### config.mk
export PLATFORM = sky130hd
export DESIGN_NAME = pterm_array
export DESIGN_NICKNAME = d
export VERILOG_FILES = /design/src/rtl/pterm_pkg.sv /design/src/rtl/pterm_and.sv /design/src/rtl/pterm_array.sv
export SDC_FILE = /design/constraint.sdc
export NUM_CORES = 1
export LEC_CHECK = 0
export ABC_AREA = 1
export BUFFER_PORTS_ARGS = -buffer_cell sky130_fd_sc_hd__clkbuf_2
export CAP_MARGIN = 10
export CORE_AREA = 8 8 270 272
export DETAILED_ROUTE_END_ITERATION = 12
export DIE_AREA = 0 0 278 280
export PLACE_DENSITY = 0.49
export REMOVE_ABC_BUFFERS = 1
export SETUP_SLACK_MARGIN = 0.5
export SYNTH_ARGS = -nofsm -noshare
export SYNTH_HDL_FRONTEND = slang
export SYNTH_SLANG_ARGS = --single-unit
### constraint.sdc
create_clock -name gclk -period 19.87 [get_ports gclk]
set_clock_uncertainty 0.2 [all_clocks]
set_input_delay 3.974 -clock gclk [delete_from_list [all_inputs] [get_ports gclk]]
set_output_delay 3.974 -clock gclk [all_outputs]
set_load 0.05 [all_outputs]
### src/rtl/pterm_pkg.sv
// Shared types and size helpers for the product-term array and its AND slices.
package pterm_pkg;

  typedef enum logic [1:0] {
    ST_IDLE  = 2'd0,
    ST_ERASE = 2'd1,
    ST_LOAD  = 2'd2,
    ST_ARMED = 2'd3
  } pterm_state_t;

  // Each UIM signal contributes a true and a complement column.
  function automatic int calc_ptw(input int nuim, input int nflb);
    return nflb + 2 * nuim;
  endfunction

  function automatic int calc_cfg_bits(input int nuim, input int nflb, input int npt);
    return npt * calc_ptw(nuim, nflb);
  endfunction

  function automatic int calc_nwords(input int cfg_bits, input int cw);
    return (cfg_bits + cw - 1) / cw;
  endfunction

  function automatic int calc_cntw(input int nwords);
    return (nwords > 1) ? $clog2(nwords) : 1;
  endfunction

endpackage

### src/rtl/pterm_and.sv
// One product term: each input column is ORed with its config bit (1 = don't care),
// then all columns are ANDed.
module pterm_and
  import pterm_pkg::*;
#(
  parameter int NUIM = 40,
  parameter int NFLB = 16
) (
  input  logic [NUIM-1:0]                  uim,
  input  logic [NFLB-1:0]                  mc_flb,
  input  logic [calc_ptw(NUIM, NFLB)-1:0]  cfg,
  output logic                             term
);

  localparam int PTW = calc_ptw(NUIM, NFLB);

  logic [PTW-1:0] in_vec;

  assign in_vec[NFLB-1:0] = mc_flb;

  genvar gi;
  generate
    for (gi = 0; gi < NUIM; gi++) begin : g_uim
      assign in_vec[NFLB + 2*gi]     = uim[gi];
      assign in_vec[NFLB + 2*gi + 1] = ~uim[gi];
    end
  endgenerate

  assign term = &(in_vec | cfg);

endmodule

### src/rtl/pterm_array.sv
// Configurable product-term array: word-serial config load into a bit store,
// NPT combinational AND terms, and a registered product-term output.
module pterm_array
  import pterm_pkg::*;
#(
  parameter int NUIM = 40,
  parameter int NFLB = 16,
  parameter int NPT  = 5,
  parameter int CW   = 8
) (
  input  logic            gclk,
  input  logic            gclr,
  input  logic            cfg_start,
  input  logic            cfg_valid,
  input  logic [CW-1:0]   cfg_data,
  output logic            cfg_ready,
  output logic            cfg_done,
  input  logic [NUIM-1:0] uim,
  input  logic [NFLB-1:0] mc_flb,
  output logic [NPT-1:0]  pt
);

  localparam int PTW      = calc_ptw(NUIM, NFLB);
  localparam int CFG_BITS = calc_cfg_bits(NUIM, NFLB, NPT);
  localparam int NWORDS   = calc_nwords(CFG_BITS, CW);
  localparam int CNTW     = calc_cntw(NWORDS);
  localparam logic [CNTW-1:0] LAST_WORD = CNTW'(NWORDS - 1);

  pterm_state_t         state_reg, state_next;
  logic [CNTW-1:0]      wcnt_reg;
  logic [CFG_BITS-1:0]  cfg_reg, cfg_next;
  logic [NPT-1:0]       term;
  logic                 accept;
  logic                 erase;
  logic                 last_word;

  assign last_word = (wcnt_reg == LAST_WORD);

  // State register
  always_ff @(posedge gclk or posedge gclr) begin
    if (gclr) state_reg <= ST_IDLE;
    else      state_reg <= state_next;
  end

  // Next-state logic; cfg_start always takes priority over a word in flight.
  always_comb begin
    state_next = state_reg;
    case (state_reg)
      ST_IDLE:  if (cfg_start) state_next = ST_ERASE;
      ST_ERASE: state_next = ST_LOAD;
      ST_LOAD: begin
        if (cfg_start)                 state_next = ST_ERASE;
        else if (accept && last_word)  state_next = ST_ARMED;
      end
      ST_ARMED: if (cfg_start) state_next = ST_ERASE;
      default:  state_next = ST_IDLE;
    endcase
  end

  // Output / control decode
  always_comb begin
    cfg_ready = 1'b0;
    cfg_done  = 1'b0;
    erase     = 1'b0;
    case (state_reg)
      ST_ERASE: erase     = 1'b1;
      ST_LOAD:  cfg_ready = 1'b1;
      ST_ARMED: cfg_done  = 1'b1;
      default:  ;
    endcase
    accept = cfg_ready & cfg_valid & ~cfg_start;
  end

  // Word counter holds at the last index once armed, so it never wraps.
  always_ff @(posedge gclk or posedge gclr) begin
    if (gclr)                        wcnt_reg <= '0;
    else if (cfg_start || erase)     wcnt_reg <= '0;
    else if (accept && !last_word)   wcnt_reg <= wcnt_reg + 1'b1;
  end

  // Each config bit knows its word and lane; lanes past CFG_BITS simply have no bit.
  genvar gi;
  generate
    for (gi = 0; gi < CFG_BITS; gi++) begin : g_cfg
      localparam int WORD = gi / CW;
      localparam int LANE = gi % CW;
      assign cfg_next[gi] = (accept && (wcnt_reg == CNTW'(WORD))) ? cfg_data[LANE] : cfg_reg[gi];
    end
  endgenerate

  always_ff @(posedge gclk or posedge gclr) begin
    if (gclr)       cfg_reg <= '1;
    else if (erase) cfg_reg <= '1;
    else            cfg_reg <= cfg_next;
  end

  generate
    for (gi = 0; gi < NPT; gi++) begin : g_term
      pterm_and #(
        .NUIM (NUIM),
        .NFLB (NFLB)
      ) u_and (
        .uim    (uim),
        .mc_flb (mc_flb),
        .cfg    (cfg_reg[gi*PTW +: PTW]),
        .term   (term[gi])
      );
    end
  endgenerate

  always_ff @(posedge gclk or posedge gclr) begin
    if (gclr)                       pt <= '0;
    else if (state_reg == ST_ARMED) pt <= term;
    else                            pt <= '0;
  end

endmodule

==> metrics.txt <==
outcome=completed; CTS tree=done; I/O Buffers=74; routed via count=19200; largest net degree at the start of global routing=158; H-tree levels=2; vias per cell=4.85; postcts setup bufs=0; Simple-Gate Fraction of Synth Area=27.1%; Syn. warnings=0; Resize count post-CTS=0; xor/xnor cell area share of the yosys netlist=0%; Initial DRC Count=1581; Tmin final=5940 ps; Post-route DRC=0; Worst Path Required=20250 ps; maximum vdd drop=0.0656 mV; Avg Cell Area, Syn=7.91 sq um; Setup crit end kind=async pin; Cell Pwr Density=161 mW/mm^2; clk slew on worst S/H paths=60 ps; CP arrival=6320 ps; Post-DP HPWL=56300 um; Hold Fails Final Rpt=0; Slew headroom=34.7%; Remaining Overflow, GRT=0; top cell type's share of synthesized area=53.0%; row count=97; largest family of logic cells by synthesized area=simple AND/OR/NAND/NOR gates; first-pass iteration count of the detailed router=6; Ports=75; first-pass GRT wire length=121000 um; TNS Setup=0 ps; Hold Path Class=reg -> reg; Die Y=280 um; Synth Instances=3009; core region area=0.0689 sq mm; Post-DRT Antenna Nets=0; Synth cell types=27; RePlAce Congestion=0.873; final instance area=0.0265 sq mm; post-synthesis adder-cell area fraction=0.420%; # setup viols final=0; DRT Wirelength=80700 um; cts hold-fix bufs=0; critical path class=in -> async; CTS Sinks=493; Pins Over Slew Limit=0; Clk Latency, worst-skew pair=620 ps; CP max FO=157; element type at the critical path start=input pin; FILL cells=7178; f_max=168 MHz; final std cells w/o fill=3964; placed cell areas=0.0246 sq mm; Clock Tree Root=clkbuf_16; clock buffer depth=3; Synth Area in Compound Gates=10.2%; CTS buffer count=56; cell taking the most area after synthesis=dfstp_2; Netlist Area Pre-Place=0.0238 sq mm; vias in the first global route=18800; mux cell area share after synthesis=0%; Least-Margin Pin Slew=979 ps; number of antenna diodes=0; routed len/inst=20.4 um; Final #Nets=3105; Initial Util=34.5%; layout cells sized above 1=24.2%; Syn-to-layout area delta=11.3%; GRT Total Usage=20.6%; synthesized flop and latch total=493; Max-Cap Viols=0; Placed Instances=3862; top area cells in the synthesized netlist=dfstp_2 (53%), nor2_1 (13%), nand2_1 (11%); sequential fraction of the synthesis area=54.3%; antenna violations before repair=0; RSZ-0062 raised after global routing=no; leakage power=12.1 nW; area of the die=0.0778 sq mm; Die Wd=278 um; final worst path period share=29.9%; max reg flops=480
[final timing paths]
check | cells after the start | start | end | slack, ps
hold / removal | 2 | cfg_reg[27] | cfg_reg[27] | 280
max in group gclk | 7 | cfg_data[7] | cfg_reg[407] | 14140
hold reg to reg | 2 | cfg_reg[27] | cfg_reg[27] | 280
setup / recovery | 4 | gclr | state_reg[0] | 13930
min in group asynchronous | 2 | gclr | pt[2] | 3370
setup reg to reg | 7 | state_reg[1] | cfg_reg[186] | 16410
[synth_stat cells]
master / number
nand2_1: 688
buf_12: 1
o211ai_1: 5
nor2_4: 2
inv_2: 6
clkbuf_1: 56
buf_1: 1
a21oi_1: 123
nand2_4: 30
nor3_1: 2
dfstp_2: 480
ha_1: 8
nand2_2: 31
inv_1: 265
buf_6: 28
o21ai_0: 350
o21ai_1: 7
nand3_1: 19
clkinv_1: 3
nor3b_1: 1
nor2_1: 831
dfrtp_1: 13
buf_8: 1
nor3_4: 2
buf_4: 19
nor2_2: 7
buf_2: 30
[cell usage in the layout, fill, tap and decap left out, drive strengths merged]
cell type / instances
clkinvlp: 1
nor3: 4
o21ai: 357
ha: 8
nand2: 749
a21oi: 123
o211ai: 5
buf: 24
bufinv: 2
clkinv: 9
nor3b: 1
nor2: 840
clkbuf: 167
inv: 271
dfstp: 480
nand3: 19
dfrtp: 13
[cells by family after synthesis]
| kind of cell | count (synthesis) |
|---|---|
| AO/OA/AOI/OAI | 485 |
| adder cells (fa/ha/maj) | 8 |
| buffers and inverters | 410 |
| flip-flops | 493 |
| AND/OR/NAND/NOR | 1613 |
[through the flow]
stage	setup slack, ps	power [mW]	hold slack, ps	utilization (%)
2_1_floorplan	2730	2.66	256	-
3_3_place_gp	13210	3.18	269	35.8
3_5_place_dp	13170	3.23	277	35.8
4_1_cts	13820	4.29	286	38.4
5_1_grt	13490	4.55	295	38.4
6_report	13930	4.26	284	38.4
[layer usage]
layer | vias to the layer above | GRT usage [%] | wire, um
met5 | - | 0 | 0
met2 | 547 | 33.8 | 37500
met1 | 9262 | 27.8 | 36400
li1 | 9280 | - | -
met3 | 119 | 3.11 | 4230
met4 | 0 | 6.59 | 2600
[critical path, cell delays in order]
cell      delay [ps]
clkbuf_2         120
inv_8            490
buf_12           590
buf_4            870
[power breakdown]
group / internal (mW) / switching (mW)
registers: 1.61 / 0.116
clock network: 0.616 / 0.428
logic: 0.371 / 1.12
[layout make-up]
type	instances	area, sq um	area share, %
Sequential cell	493	12900	48.8
Multi-Input combinational cell	2106	9000	34.0
Clock buffer	93	1730	6.54
Tap cell	891	1110	4.21
Inverter	274	1040	3.91
Timing Repair Buffer	98	563	2.13
Clock inverter	9	113	0.425
(Power assumes the default switching activity.)
